[src/rtl/board_io_pkg.sv]
// Shared constants, state types and segment encoding for the board console.
package board_io_pkg;

    localparam logic [6:0] SEG_BLANK = 7'h7F;
    localparam logic [6:0] SEG_DASH  = 7'h3F;

    typedef enum logic {IN_IDLE, IN_WAIT_PRESS} in_state_e;
    typedef enum logic {OUT_IDLE, OUT_CONV} out_state_e;

    // Active-low seven-segment code, segments a..g on bits 0..6.
    function automatic logic [6:0] seg_of(input logic [3:0] d);
        logic [6:0] s;
        case (d)
            4'd0:    s = 7'h40;
            4'd1:    s = 7'h79;
            4'd2:    s = 7'h24;
            4'd3:    s = 7'h30;
            4'd4:    s = 7'h19;
            4'd5:    s = 7'h12;
            4'd6:    s = 7'h02;
            4'd7:    s = 7'h78;
            4'd8:    s = 7'h00;
            4'd9:    s = 7'h10;
            default: s = SEG_BLANK;
        endcase
        return s;
    endfunction

    // Decimal digit count of 2**w (1233/4096 approximates log10(2)).
    function automatic int bcd_digits(input int w);
        return (w * 1233) / 4096 + 1;
    endfunction

endpackage

[src/rtl/board_io_unit_button_conditioner.sv]
// Two-flop synchroniser, debounce filter and press-edge pulse for one
// active-low push-button.
module button_conditioner #(
    parameter int DEBOUNCE_CYCLES = 50000
) (
    input  logic clock,
    input  logic reset,
    input  logic btn_n_i,
    output logic press_o
);
    localparam int CNT_W = $clog2(DEBOUNCE_CYCLES + 1);

    logic             sync1_q, sync2_q, level_q, press_q;
    logic [CNT_W-1:0] cnt_q;

    // A single-bit level can only bounce back to the accepted level, so
    // "equal to accepted level" doubles as the counter restart condition.
    always_ff @(posedge clock) begin
        if (reset) begin
            sync1_q <= 1'b1;
            sync2_q <= 1'b1;
            level_q <= 1'b1;
            press_q <= 1'b0;
            cnt_q   <= '0;
        end else begin
            sync1_q <= btn_n_i;
            sync2_q <= sync1_q;
            press_q <= 1'b0;
            if (sync2_q == level_q) begin
                cnt_q <= '0;
            end else if (cnt_q == CNT_W'(DEBOUNCE_CYCLES - 1)) begin
                level_q <= sync2_q;
                cnt_q   <= '0;
                press_q <= ~sync2_q;
            end else begin
                cnt_q <= cnt_q + CNT_W'(1);
            end
        end
    end

    assign press_o = press_q;

endmodule

[src/rtl/board_io_unit.sv]
// Board console: button conditioning, switch-input handshake and a
// sequential double-dabble driving signed seven-segment output.
module board_io_unit
    import board_io_pkg::*;
#(
    parameter int DATA_W          = 16,
    parameter int SW_W            = 15,
    parameter int DIGITS          = 3,
    parameter int DEBOUNCE_CYCLES = 50000,
    parameter int BLANK_LZ        = 1
) (
    input  logic                  clock,
    input  logic                  reset,
    input  logic                  enter,
    input  logic                  interruption,
    input  logic [SW_W-1:0]       switches,
    input  logic                  in_req,
    output logic [DATA_W-1:0]     in_data,
    output logic                  in_valid,
    input  logic                  out_we,
    input  logic [DATA_W-1:0]     out_data,
    output logic                  out_busy,
    output logic                  irq_pulse,
    output logic [7*DIGITS-1:0]   hex,
    output logic [6:0]            hex_neg,
    output logic                  led
);
    localparam int BCD_DIGITS = bcd_digits(DATA_W);
    localparam int BCD_W      = 4 * BCD_DIGITS;
    localparam int ITER_W     = $clog2(DATA_W + 1);

    logic enter_press, irq_press;

    button_conditioner #(.DEBOUNCE_CYCLES(DEBOUNCE_CYCLES)) u_enter (
        .clock(clock), .reset(reset), .btn_n_i(enter), .press_o(enter_press)
    );
    button_conditioner #(.DEBOUNCE_CYCLES(DEBOUNCE_CYCLES)) u_irq (
        .clock(clock), .reset(reset), .btn_n_i(interruption), .press_o(irq_press)
    );

    logic irq_q;
    always_ff @(posedge clock) begin
        if (reset) irq_q <= 1'b0;
        else       irq_q <= irq_press;
    end
    assign irq_pulse = irq_q;

    // Input handshake
    in_state_e          in_state_q, in_state_d;
    logic               led_q, led_d, in_valid_q, in_valid_d;
    logic [DATA_W-1:0]  in_data_q, in_data_d;

    always_comb begin
        in_state_d = in_state_q;
        led_d      = led_q;
        in_valid_d = 1'b0;
        in_data_d  = in_data_q;
        case (in_state_q)
            IN_IDLE: begin
                if (in_req) begin
                    in_state_d = IN_WAIT_PRESS;
                    led_d      = 1'b1;
                end
            end
            IN_WAIT_PRESS: begin
                if (!in_req) begin
                    in_state_d = IN_IDLE;
                    led_d      = 1'b0;
                end else if (enter_press) begin
                    in_state_d = IN_IDLE;
                    led_d      = 1'b0;
                    in_valid_d = 1'b1;
                    in_data_d  = DATA_W'(switches);
                end
            end
            default: in_state_d = IN_IDLE;
        endcase
    end

    always_ff @(posedge clock) begin
        if (reset) begin
            in_state_q <= IN_IDLE;
            led_q      <= 1'b0;
            in_valid_q <= 1'b0;
            in_data_q  <= '0;
        end else begin
            in_state_q <= in_state_d;
            led_q      <= led_d;
            in_valid_q <= in_valid_d;
            in_data_q  <= in_data_d;
        end
    end

    assign led      = led_q;
    assign in_valid = in_valid_q;
    assign in_data  = in_data_q;

    // Display conversion
    out_state_e          out_state_q, out_state_d;
    logic                sign_q, sign_d;
    logic [DATA_W-1:0]   bin_q, bin_d;
    logic [BCD_W-1:0]    bcd_q, bcd_d, bcd_adj;
    logic [BCD_W:0]      bcd_wide;
    logic [ITER_W-1:0]   iter_q, iter_d;
    logic [7*DIGITS-1:0] hex_q, hex_d, hex_next;
    logic [6:0]          hex_neg_q, hex_neg_d, neg_next;
    logic                overflow;

    for (genvar gi = 0; gi < BCD_DIGITS; gi++) begin : g_adj
        assign bcd_adj[4*gi +: 4] = (bcd_q[4*gi +: 4] >= 4'd5) ?
                                    bcd_q[4*gi +: 4] + 4'd3 : bcd_q[4*gi +: 4];
    end

    // Result of the current iteration; on the last one it is the final BCD.
    assign bcd_wide = {bcd_adj, bin_q[DATA_W-1]};
    assign overflow = (bcd_wide >> (4 * DIGITS)) != '0;

    for (genvar gi = 0; gi < DIGITS; gi++) begin : g_seg
        logic lead_zero;
        assign lead_zero = (gi != 0) && (BLANK_LZ != 0) &&
                           ((bcd_wide[4*DIGITS-1:0] >> (4 * gi)) == '0);
        assign hex_next[7*gi +: 7] = overflow  ? SEG_DASH  :
                                     lead_zero ? SEG_BLANK :
                                     seg_of(bcd_wide[4*gi +: 4]);
    end

    assign neg_next = (sign_q && !overflow) ? SEG_DASH : SEG_BLANK;

    always_comb begin
        out_state_d = out_state_q;
        sign_d      = sign_q;
        bin_d       = bin_q;
        bcd_d       = bcd_q;
        iter_d      = iter_q;
        hex_d       = hex_q;
        hex_neg_d   = hex_neg_q;
        case (out_state_q)
            OUT_IDLE: begin
                if (out_we) begin
                    out_state_d = OUT_CONV;
                    sign_d      = out_data[DATA_W-1];
                    // Negating the most negative value wraps to 2**(DATA_W-1), which is exact unsigned.
                    bin_d       = out_data[DATA_W-1] ? -out_data : out_data;
                    bcd_d       = '0;
                    iter_d      = '0;
                end
            end
            OUT_CONV: begin
                bcd_d  = bcd_wide[BCD_W-1:0];
                bin_d  = bin_q << 1;
                iter_d = iter_q + ITER_W'(1);
                if (iter_q == ITER_W'(DATA_W - 1)) begin
                    out_state_d = OUT_IDLE;
                    hex_d       = hex_next;
                    hex_neg_d   = neg_next;
                end
            end
            default: out_state_d = OUT_IDLE;
        endcase
    end

    always_ff @(posedge clock) begin
        if (reset) begin
            out_state_q <= OUT_IDLE;
            sign_q      <= 1'b0;
            bin_q       <= '0;
            bcd_q       <= '0;
            iter_q      <= '0;
            hex_q       <= {DIGITS{SEG_BLANK}};
            hex_neg_q   <= SEG_BLANK;
        end else begin
            out_state_q <= out_state_d;
            sign_q      <= sign_d;
            bin_q       <= bin_d;
            bcd_q       <= bcd_d;
            iter_q      <= iter_d;
            hex_q       <= hex_d;
            hex_neg_q   <= hex_neg_d;
        end
    end

    assign out_busy = (out_state_q == OUT_CONV);
    assign hex      = hex_q;
    assign hex_neg  = hex_neg_q;

endmodule

[config.mk]
export PLATFORM = sky130hd
export DESIGN_NAME = board_io_unit
export DESIGN_NICKNAME = d
export VERILOG_FILES = /design/src/rtl/board_io_pkg.sv /design/src/rtl/board_io_unit_button_conditioner.sv /design/src/rtl/board_io_unit.sv
export SDC_FILE = /design/constraint.sdc
export NUM_CORES = 1
export LEC_CHECK = 0
export CAP_MARGIN = 20
export CELL_PAD_IN_SITES_DETAIL_PLACEMENT = 1
export CELL_PAD_IN_SITES_GLOBAL_PLACEMENT = 1
export CORE_MARGIN = 8
export CORE_UTILIZATION = 42
export CTS_CLUSTER_SIZE = 16
export DETAILED_ROUTE_END_ITERATION = 7
export PLACE_DENSITY_LB_ADDON = 0.1
export SLEW_MARGIN = 20
export SYNTH_ARGS = -nofsm -noshare
export SYNTH_HDL_FRONTEND = slang
export SYNTH_HIERARCHICAL = 1
export SYNTH_SLANG_ARGS = --single-unit
[constraint.sdc]
create_clock -name clock -period 3.6 [get_ports clock]
set_input_delay 0.9 -clock clock [delete_from_list [all_inputs] [get_ports clock]]
set_output_delay 0.9 -clock clock [all_outputs]
set_load 0.01 [all_outputs]
Yosys cells after proc, flatten, opt, wreduce, memory -nomap -nowiden
Memories as Yosys holds them, arrays and structs flattened.
Cells that the tools add are included.
{"block": "totals", "regBits": 130, "rom_bits": 336, "inputBits": 37, "output_inout_bits": 48, "word_cells": 102, "memories": 3}
{"block": "op_classes", "addsub": 9, "magnitude_cmp": 5, "n_eq_ne": 8, "mux": 30, "bitwise_logic": 9, "n_reduce_logical": 16}
{"memory": "(no name shown)", "words": 16, "width": 7, "read_ports": 1, "rd_ports_with_merged_regs": 0, "wr": 0, "line_no": "board_io_pkg.sv:13", "source": "case (d)"}
{"memory": "(no name shown)", "words": 16, "width": 7, "read_ports": 1, "rd_ports_with_merged_regs": 0, "wr": 0, "line_no": "board_io_pkg.sv:13"}
{"memory": "(no name shown)", "words": 16, "width": 7, "read_ports": 1, "rd_ports_with_merged_regs": 0, "wr": 0, "line_no": "board_io_pkg.sv:13"}
{"op": "$mux W7", "n": 6}
{"op": "$pmux W20 S2", "n": 1}
{"op": "$add A16 B1 Y16 const B", "n": 2}
{"op": "$eq A16 B16 Y1 const B", "n": 2}
{"op": "$mux W16", "n": 2}
{"op": "$pmux W16 S2", "n": 1}
{"op": "$logic_not A12 Y1", "n": 2}
{"op": "$reduce_bool A21 Y1", "n": 1}
{"op": "$add A4 B2 Y4 const B", "n": 5}
{"op": "$ge A4 B3 Y1 const B", "n": 5}
{"op": "$mux W20", "n": 1}
{"op": "$mux W4", "n": 5}
{"op": "$neg A16 Y16", "n": 1}
{"op": "$reduce_or A3 Y1", "n": 5}
{"op": "$pmux W5 S2", "n": 1}
{"op": "$reduce_and A2 Y1", "n": 5}
{"op": "$mux W1", "n": 9}
{"op": "$not A1 Y1", "n": 9}
{"op": "$pmux W1 S2", "n": 3}
{"op": "$add A5 B1 Y5 const B", "n": 1}
{"op": "$eq A5 B4 Y1 const B", "n": 1}
{"op": "$mux W5", "n": 1}
{"op": "$ne A2 B2 Y1 const B", "n": 2}
{"op": "$ne A3 B2 Y1 const B", "n": 1}
{"op": "4 further kinds", "n": 5}

Logic depth before layout (Yosys ltp)
Gate-level depths: netlist of run 1.
{"block": "logic_depth", "ltp_word": 6, "ltp_mapped": 11, "ltp_nobuf": 10}

Cells and area by module
Netlist of run 1, hierarchy kept.
{"module": "board_io_unit", "instances": 1, "cells_each": 570, "area_per_inst_um2": 4453.0, "seq_area_each_um2": 1681.6}
{"module": "button_conditioner", "instances": 2, "cells_each": 90, "area_per_inst_um2": 842.1, "seq_area_each_um2": 400.4}

Worst setup path after synthesis of run 1
No wires, ideal clock.
{"block": "synth_timing", "path_kind": "input port to flip-flop", "from": "in out_data[9]", "to": "reg bin_q[14]", "t_arrival_ns": 2.624, "required_ns": 3.529, "setup_slack_ns": 0.906, "stages": 6, "cell_sequence": "or4_4 > or3_4 > o41ai_2 > xor2_1 > a211o_2 > a21oi_1"}
{"block": "synth_between", "elab_chain_len": 4}
{"item": "from (decl)", "line_no": "board_io_unit.sv:21", "source": "input logic [DATA_W-1:0] out_data,"}
{"item": "$neg A16 Y16", "line_no": "board_io_unit.sv:143", "source": "bin_d = out_data[DATA_W-1] ? -out_data : out_data;"}
{"item": "$mux W16", "line_no": "board_io_unit.sv:143"}
{"item": "$mux W16", "line_no": "board_io_unit.sv:139", "source": "if (out_we) begin"}
{"item": "$pmux W16 S2", "line_no": "board_io_unit.sv:137", "source": "case (out_state_q)"}
{"item": "to (signal assigned)", "line_no": "board_io_unit.sv:174", "source": "bin_q <= bin_d;"}
{"item": "to (decl)", "line_no": "board_io_unit.sv:101", "source": "logic [DATA_W-1:0] bin_q, bin_d;"}
Every way passes these cells. The select of a mux whose other input is x is not followed.
A chain may end at the register's enable or synchronous reset.

Worst setup path after layout of run 1
{"block": "layout_timing", "from": "reg bcd_q[12]", "to": "reg hex_q[0], in the netlist hex[0]"}
{"block": "layout_between", "elab_chain_len": 4}
{"item": "from (decl)", "line_no": "board_io_unit.sv:102", "source": "logic [BCD_W-1:0] bcd_q, bcd_d, bcd_adj;"}
{"item": "from (signal assigned)", "line_no": "board_io_unit.sv:167", "source": "bcd_q <= '0;"}
{"item": "from (signal assigned)", "line_no": "board_io_unit.sv:175", "source": "bcd_q <= bcd_d;"}
{"item": "$add A4 B2 Y4 or $ge A4 B3 Y1 (tied branches)", "line_no": "board_io_unit.sv:111, board_io_unit.sv:110"}
{"item": "$mux W4 (*)", "line_no": "board_io_unit.sv:110", "source": "assign bcd_adj[4*gi +: 4] = (bcd_q[4*gi +: 4] >= 4'd5) ?"}
{"item": "$reduce_bool A21 Y1 (*)", "line_no": "board_io_unit.sv:116", "source": "assign overflow = (bcd_wide >> (4 * DIGITS)) != '0;"}
{"item": "$mux W7 (*)", "line_no": "board_io_unit.sv:122", "source": "assign hex_next[7*gi +: 7] = overflow ? SEG_DASH :"}
{"item": "to (signal assigned)", "line_no": "board_io_unit.sv:169", "source": "hex_q <= {DIGITS{SEG_BLANK}};"}
{"item": "to (decl)", "line_no": "board_io_unit.sv:105", "source": "logic [7*DIGITS-1:0] hex_q, hex_d, hex_next;"}
Mark *: on every way between the ends. The rest lies on a longest branch, timed or not.

==> flow_metrics.tcl, run 1 <==
set metrics [dict create \
    areaGrowthSynthToFinish_pct 24.3 \
    yosys_warnings 6 \
    vias 5499 \
    dieArea_um2 18700 \
    rsz0062_at_grt "false" \
    synth_largest_area_cell "dfxtp_1" \
    dr.pass1.iters 4 \
    instances_no_fill 1012 \
    dp_hpwl_mm 11.6 \
    clkSinkCount 124 \
    synth_cells 750 \
    vias_per_cell 5.43 \
    critPathMaxFanout 7 \
    critical_path_required_ns 3.87 \
    multiInputGateArea_um2 3360 \
    dieHeight_um 137 \
    synth-seq-cells 124 \
    grt_max_degree 57 \
    yosysMostFrequentCell "dfxtp_1" \
    ctsHoldBuffers 0 \
    ys.flop_type "dfxtp_1" \
    postCtsSetupBuffers 0 \
    wirelength_mm 16.6 \
    cts_tree "built" \
    final.setup.tns_ns 0 \
    synth_area_um2 6140 \
    final_util 0.529 \
    h-tree-depth 4 \
    die_x_um 137 \
    synth_edf_count 0 \
    drv_cap 0 \
    nFillCells 1745 \
    antenna_found_initial 1 \
    leakagePower_nw 2.68 \
    status "finished clean" \
    period_share 0.861 \
    ys_types 69 \
    postSynth.asyncResetShare 0 \
    register_area_um2 2480 \
    path_class "reg -> reg" \
    critPathLaunchType "register" \
    setup.worst_path.end_class "register" \
    root_buffer "clkbuf_16" \
    clockBufferDepth 2 \
    cts_made_buffers 17 \
    synth_commonest_cells "124 x dfxtp_1, 113 x nor2_1, 78 x a21oi_1" \
    placement.io_buffers 77 \
    worst_pin_slew_ns 0.856 \
    worst_ep_arrival_time_ns 3.37 \
    vdd_drop_max_v 0.000345 \
    antenna_cells 0 \
    power-per-cell-area_nw_per_um2 446 \
    fin_crit_ns 3.10 \
    ioPinCount 85 \
    rows 44 \
    dp.cells 980 \
    start_util 0.425 \
    clock_skew_ns 0.00571 \
    drcViolationCount 0 \
    grt_first_pass_wirelength_mm 28.4 \
    setup-violations-final 0 \
    hold_class "reg -> reg" \
    grt.overflow.total 0 \
    hold_viol 0 \
    core_area_um2 14400 \
    drv_slew 0 \
    avgSynthCellArea_um2 8.18 \
    drive_gt1_frac 0.0713 \
    clk_pin_slew_ns 0.06 \
    antenna_left 0 \
    fin_nets 872 \
    synth_top_area_frac 0.404 \
    yosys-top-cells-area "dfxtp_1 40%, nor2_1 6.9%, a21oi_1 6.4%" \
    slew_headroom 0.429 \
    fmax_ghz 0.323 \
    seq_area_frac_synth 0.404 \
    insertion_delay_ns 0.42 \
    grt_usage 0.187 \
    grt_pass1_vias 5898 \
    dr.first_iter.drc_count 175 \
    gp_congestion 0.790 \
    wl_per_cell_um 16.4 \
    cts-resized-gates 0 \
]
-- where the power goes --
group | internal [W] | switching (W) | leakage [nW]
Sequential | 0.00139 | 0.0000197 | 1.01
Clock | 0.00118 | 0.000626 | 0.299
Combinational | 0.0000822 | 0.0000988 | 1.37
-- cells in the final DEF (no fill, tap or decap), types with 9 or more instances in the layout --
master	n
dfxtp_1	123
a21oi_1	78
xnor2_1	37
mux2i_1	12
nand3_1	16
inv_1	30
nand2b_1	12
nand2_1	68
nor3b_1	14
nor3_1	29
clkbuf_16	17
xor2_1	9
ha_1	20
clkdlybuf4s50_1	75
nor2_1	113
o21ai_0	29
-- cell families (layout without fill, tap and decap cells) --
kind of cell,Yosys count,after routing,synth area share
xor+xnor,46,46,0.0656
compound gates,170,170,0.172
mux,13,13,0.0214
simple gates,304,304,0.243
buf+inv,71,144,0.0514
flops,124,124,0.404
fa+ha+maj,20,20,0.0408
other cells,2,7,0.00122
-- flip-flops by register name, summed over array words and instances (netlist names), 5 cells and up --
name and cells:
hex 21, bcd_q 20, bin_q 16, u_enter/cnt_q 16
u_irq/cnt_q 16, in_data 15, iter_q 5
-- per-stage QoR --
| stage | total power [W] | setup slack (ns) | cell area (µm²) | hold slack (ns) |
|---|---|---|---|---|
| after detailed placement | 0.00163 | 0.331 | 7000 | 0.396 |
| final | 0.00341 | 0.502 | 7630 | 0.412 |
| after floorplan | 0.00155 | 0.906 | 6160 | 0.389 |
| after global placement | 0.00162 | 0.351 | 7000 | 0.393 |
| after global routing | 0.00353 | 0.313 | 7630 | 0.425 |
| after CTS | 0.00345 | 0.503 | 7630 | 0.415 |
-- area by class of cell --
type / count / share of cell area
clock buffers: 24 / 0.0658
flip-flops and latches: 124 / 0.326
clock inverters: 8 / 0.0171
multi-input cells: 560 / 0.440
inverters: 30 / 0.0148
repair buffers: 82 / 0.106
well taps: 184 / 0.0302
-- routing by layer --
metal,track usage,routed length [µm]
met1,0.204,6960
met2,0.332,8390
met3,0.0628,994
met4,0.0628,223
met5,0,13
-- worst max-delay path, stage by stage, from the launching register on --
cell	delay, ns
dfxtp_1	0.43
inv_1	0.10
ha_1	0.27
or3b_2	0.22
o2111ai_1	0.09
a2111oi_0	0.62
nand4_1	0.33
nor2_1	0.50
buf_4	0.26
a41oi_1	0.12
-- worst paths after layout --
| kind | cells past startpoint | to | slack (ns) | start |
|---|---|---|---|---|
| setup / recovery | 9 | hex[0] | 0.50 | bcd_q[12] |
| hold / removal | 1 | u_irq/sync2_q | 0.41 | u_irq/sync1_q |
| setup reg to reg | 9 | hex[0] | 0.50 | bcd_q[12] |
| hold reg to reg | 1 | u_irq/sync2_q | 0.41 | u_irq/sync1_q |
Power figures use the tool's default switching activity.
==> run 2: changes to the inputs <==
--- a/config.mk
+++ b/config.mk
@@ -12,7 +12,7 @@
 export CORE_UTILIZATION = 42
 export CTS_CLUSTER_SIZE = 16
 export DETAILED_ROUTE_END_ITERATION = 7
-export PLACE_DENSITY_LB_ADDON = 0.1
+export PLACE_DENSITY_LB_ADDON = 0.08
 export SLEW_MARGIN = 20
 export SYNTH_ARGS = -nofsm -noshare
 export SYNTH_HDL_FRONTEND = slang
==> run 2 against run 1 <==
Hold slack got worse by 0.0016 ns. Cell count is 0.30% higher. Design area is 0.31% lower. Register-to-register slack improved by 0.34 ns. Routed wire length fell by 0.50%. Sequential cell count did not move. Die area unchanged. Clock skew increased by 0.0031 ns. Global-route usage fell by 0.39 points. Clock power shrank 6%. Sequential power barely moved. Largest cell class unchanged.
==> flow_metrics.tcl, run 2 (same netlist as run 1, synthesis figures left out) <==
set metrics [dict create \
    path_class "in -> reg" \
    dieHeight_um 137 \
    grt_usage 0.183 \
    worst_pin_slew_ns 0.856 \
    setup.worst_path.end_class "register" \
    antenna_cells 0 \
    leakagePower_nw 2.68 \
    post_dp_cell_area_um2 7010 \
    h-tree-depth 4 \
    worst-path-stages 7 \
    r2r-start "bcd_q[12]" \
    final_common_cell "dfxtp_1" \
    power_frac_clock 0.518 \
    status "finished clean" \
    core_area_um2 14400 \
    clockBufferDepth 2 \
    timing.rr.end "hex[9]" \
    hold_viol 0 \
    dr.first_iter.drc_count 227 \
    rr_worst_depth 8 \
    cts_made_buffers 17 \
    cp_cell_sequence "clkdlybuf4s50_1, or4_4, or3_4, o41ai_2, xor2_1, a211o_2, a21oi_1" \
    final.setup.tns_ns 0 \
    final_cell_mix "123 x dfxtp_1, 113 x nor2_1, 78 x a21oi_1" \
    wl_per_cell_um 16.3 \
    cts-resized-gates 0 \
    grt_first_pass_wirelength_mm 27.8 \
    gp_congestion 0.769 \
    clkSinkCount 124 \
    root_buffer "clkbuf_16" \
    whs_endpoint "u_enter/sync2_q" \
    instances_no_fill 1015 \
    die_x_um 137 \
    worst_ep_arrival_time_ns 3.24 \
    dp_slack_ns 0.277 \
    hold_class "reg -> reg" \
    power-per-cell-area_nw_per_um2 435 \
    power_w 0.00331 \
    wirelength_mm 16.5 \
    grt_max_degree 73 \
    critical_path_required_ns 3.94 \
    timing.critical_path.buf_inv 1 \
    fin_crit_ns 2.90 \
    areaGrowthSynthToFinish_pct 23.9 \
    postCtsSetupBuffers 0 \
    swShare 0.237 \
    fin_nets 875 \
    dr.pass1.iters 4 \
    antenna_found_initial 0 \
    period_share 0.805 \
    vias 5461 \
    ioPinCount 85 \
    timing.final.ws_setup_ns 0.701 \
    dp.cells 983 \
    vias_per_cell 5.38 \
    ctsHoldBuffers 0 \
    cpLargestDelayFamily "simple AND/OR/NAND/NOR gates" \
    largest_reg_flops 21 \
    clk_pin_slew_ns 0.06 \
    combPwrFrac 0.056 \
    insertion_delay_ns 0.42 \
    slew_headroom 0.430 \
    cp_slowest_cell "or4_4" \
    dp_hpwl_mm 11.5 \
    min_path_cells 1 \
    start_util 0.425 \
    clock_skew_ns 0.00885 \
    drcViolationCount 0 \
    critPathMaxFanout 5 \
    regToRegSetupSlack_ns 0.84 \
    nFillCells 1740 \
    placement.io_buffers 77 \
    grt.overflow.total 0 \
    min_from "u_enter/sync1_q" \
    p_int_w 0.00253 \
    rows 44 \
    setup-violations-final 0 \
    drv_cap 0 \
    slowest_delay_ns 0.56 \
    fin_area_um2 7600 \
    vdd_drop_max_v 0.000300 \
    rsz0062_at_grt "false" \
    cts_tree "built" \
    dieArea_um2 18700 \
    critPathLaunchType "input port" \
    switching_power_w 0.000784 \
    antenna_left 0 \
    drive_gt1_frac 0.0770 \
    fmax_ghz 0.345 \
    drv_slew 0 \
    grt_pass1_vias 5816 \
    power.share.sequential 0.426 \
]
[run 2: changes by cell type in the layout (fill, tap and decap cells not counted)]
cell        previous run  this run
buf_4                  4         8
clkinv_2               0         1
bufinv_16              3         2
clkbuf_8               5         1
clkinvlp_4             3         2
clkinv_4               1         4
clkbuf_1               2         0
buf_12                 1         0
inv_6                  1         5
[run 2: per-layer routing]
metal  wire length (µm)  global-route usage
met5                  0                   0
met4                156              0.0561
met3                951              0.0679
met2               8230               0.320
met1               7170               0.202
[run 2: final cells by class]
type | instances | area, µm² | share of cell area
clock buffer | 18 | 439 | 0.0578
clock inverter | 14 | 159 | 0.0209
inverter | 30 | 113 | 0.0148
tap | 184 | 230 | 0.0303
timing repair buffer | 85 | 821 | 0.108
multi-input combinational | 560 | 3360 | 0.442
sequential | 124 | 2480 | 0.327
[run 2: power by group through the flow]
stage          logic [W]  registers [W]  clock network, W
6_report        0.000186        0.00141           0.00171
3_5_place_dp    0.000186        0.00144                 0
4_1_cts         0.000188        0.00141           0.00176
2_1_floorplan   0.000117        0.00143                 0
3_3_place_gp    0.000179        0.00144                 0
5_1_grt         0.000205        0.00141           0.00182
[run 2: per-stage QoR]
stage / util / hold slack [ns]
final: 0.527 / 0.411
after detailed placement: 0.486 / 0.395
after global routing: 0.527 / 0.425
after floorplan: - / 0.389
after global placement: 0.486 / 0.393
after CTS: 0.527 / 0.415
[run 2: how the worst max path moves through the flow]
| stage | to | slack [ns] | from |
|---|---|---|---|
| 2_1_floorplan | bin_q[14] | 0.91 | out_data[9] |
| 3_3_place_gp | bin_q[14] | 0.35 | out_data[7] |
| 3_5_place_dp | bin_q[14] | 0.28 | out_data[7] |
| 4_1_cts | bin_q[14] | 0.71 | out_data[7] |
| 5_1_grt | hex[8] | 0.44 | bcd_q[12] |
| 6_report | bin_q[14] | 0.70 | out_data[7] |
==> run 3: changes to the inputs <==
--- a/config.mk
+++ b/config.mk
@@ -9,7 +9,7 @@
 export CELL_PAD_IN_SITES_DETAIL_PLACEMENT = 1
 export CELL_PAD_IN_SITES_GLOBAL_PLACEMENT = 1
 export CORE_MARGIN = 8
-export CORE_UTILIZATION = 42
+export CORE_UTILIZATION = 37
 export CTS_CLUSTER_SIZE = 16
 export DETAILED_ROUTE_END_ITERATION = 7
 export PLACE_DENSITY_LB_ADDON = 0.08
==> constraint.sdc (replaced) <==
create_clock -name clock -period 2.55 [get_ports clock]
set_input_delay 0.6375 -clock clock [delete_from_list [all_inputs] [get_ports clock]]
set_output_delay 0.6375 -clock clock [all_outputs]
set_load 0.01 [all_outputs]
==> run 3 against run 2 <==
Total power grew 46%. Combinational power increased by 53%. Clock skew is 0.0013 ns lower. Cell count rose by 6.9%. Register-to-register slack got worse by 0.59 ns. Hold slack got worse by 0.0019 ns.
==> flow_metrics.tcl, run 3 (same netlist as run 1, synthesis figures left out) <==
set metrics [dict create \
    wl_met3_mm 1.02 \
    ioPinCount 85 \
    status "finished clean" \
    cts_tree "built" \
    root_buffer "clkbuf_16" \
    final_cell_mix "123 x dfxtp_1, 112 x nor2_1, 76 x a21oi_1" \
    critical_path_required_ns 2.90 \
    slowest_delay_ns 0.55 \
    cts_made_buffers 17 \
    clkSinkCount 124 \
    leakagePower_nw 2.88 \
    antenna_left 0 \
    fin_nets 909 \
    hold_viol 0 \
    core_area_um2 16400 \
    drive_gt1_frac 0.118 \
    dieArea_um2 21000 \
    setup.worst_path.end_class "register" \
    wl_per_cell_um 15.5 \
    die_x_um 145 \
    min_from "u_enter/sync1_q" \
    timing.critical_path.buf_inv 1 \
    cp-startpoint "out_data[9]" \
    r2r-start "bcd_q[12]" \
    dieHeight_um 145 \
    worst-path-stages 7 \
    dp_hpwl_mm 12.2 \
    vias_per_cell 5.12 \
    gp_congestion 0.801 \
    antenna_cells 0 \
    rows 47 \
    drcViolationCount 0 \
    power-per-cell-area_nw_per_um2 606 \
    vdd_drop_max_v 0.000439 \
    worst_pin_slew_ns 0.641 \
    cp_cell_sequence "clkdlybuf4s50_1, or4_4, or3_4, o41ai_4, xor2_1, a211o_2, a21oi_2" \
    antenna_found_initial 0 \
    start_util 0.374 \
    cp-endpoint "bin_q[14]" \
    fin_crit_ns 2.51 \
    met1_length_mm 7.19 \
    insertion_delay_ns 0.42 \
    cpLargestDelayFamily "simple AND/OR/NAND/NOR gates" \
    met2_length_mm 8.41 \
    drv_slew 0 \
    regToRegSetupSlack_ns 0.25 \
    dr.first_iter.drc_count 218 \
    clock_skew_ns 0.00754 \
    areaGrowthSynthToFinish_pct 30.3 \
    critPathMaxFanout 2 \
    clk_pin_slew_ns 0.06 \
    hold_class "reg -> reg" \
    postCtsSetupBuffers 0 \
    drv_cap 0 \
    grt_pass1_vias 5868 \
    clockBufferDepth 2 \
    timing.final.ws_setup_ns 0.0385 \
    timing.rr.end "hex[3]" \
    dr.pass1.iters 4 \
    vias 5555 \
    dp_slack_ns -0.363 \
    nFillCells 1922 \
    grt_max_degree 67 \
    final_util 0.487 \
    post_dp_cell_area_um2 7330 \
    setup-violations-final 0 \
    min_path_cells 1 \
    fmax_ghz 0.398 \
    fin_area_um2 8000 \
    dp.cells 1053 \
    instances_no_fill 1085 \
    period_share 0.985 \
    final.setup.tns_ns 0 \
    h-tree-depth 4 \
    grt_first_pass_wirelength_mm 28.0 \
    final_common_cell "dfxtp_1" \
    worst_ep_arrival_time_ns 2.86 \
    path_class "in -> reg" \
    grt_usage 0.167 \
    rr_worst_depth 11 \
    wirelength_mm 16.8 \
    slew_headroom 0.573 \
    cp_slowest_cell "or4_4" \
    grt.overflow.total 0 \
    critPathLaunchType "input port" \
    largest_reg_flops 21 \
    top_layer_used "met4" \
    placement.io_buffers 77 \
]
-- run 3: cell count changes in the layout (fill, tap and decap cells not counted), sizes merged --
cell / delta
bufinv: +2
buf: +34
clkbuf: +1
inv: -2
clkinv: -1
-- run 3: how the worst min path moves through the flow --
stage | end | slack [ns]
floorplan | u_enter/sync2_q | 0.39
global placement | u_irq/sync2_q | 0.39
detailed placement | u_enter/sync2_q | 0.40
CTS | u_enter/sync2_q | 0.41
global route | u_enter/sync2_q | 0.43
finish | u_enter/sync2_q | 0.41
-- run 3: report_power, final --
part / switching, W / leakage [nW] / internal [W]
registers: 0.0000241 / 1.01 / 0.00197
clock network: 0.000898 / 0.304 / 0.00167
logic: 0.000152 / 1.57 / 0.000133
total: 0.00107 / 2.88 / 0.00377
-- run 3: cell type report --
type / instances / area [µm²] / area share
multi-input cells: 560 / 3390 / 0.424
flip-flops and latches: 124 / 2480 / 0.311
repair buffers: 119 / 1100 / 0.138
clock buffers: 19 / 443 / 0.0554
well taps: 220 / 275 / 0.0344
clock inverters: 13 / 189 / 0.0236
inverters: 30 / 113 / 0.0141
-- run 3: repair_timing --
item / CTS / global route
endpoints found under the setup margin: 0 / 7
hold buffers: 0 / 0
resized for setup: 0 / 7
-- run 3: routing by layer --
layer	up-vias	global-route usage
met5	-	0
met4	0	0.0537
met3	19	0.0646
met2	82	0.294
met1	2661	0.180
li1	2793	-
-- run 3: stage by stage --
step | power (W) | hold slack, ns
2_1_floorplan | 0.00219 | 0.389
3_3_place_gp | 0.00231 | 0.393
3_5_place_dp | 0.00232 | 0.398
4_1_cts | 0.00492 | 0.413
5_1_grt | 0.00503 | 0.428
6_report | 0.00484 | 0.409
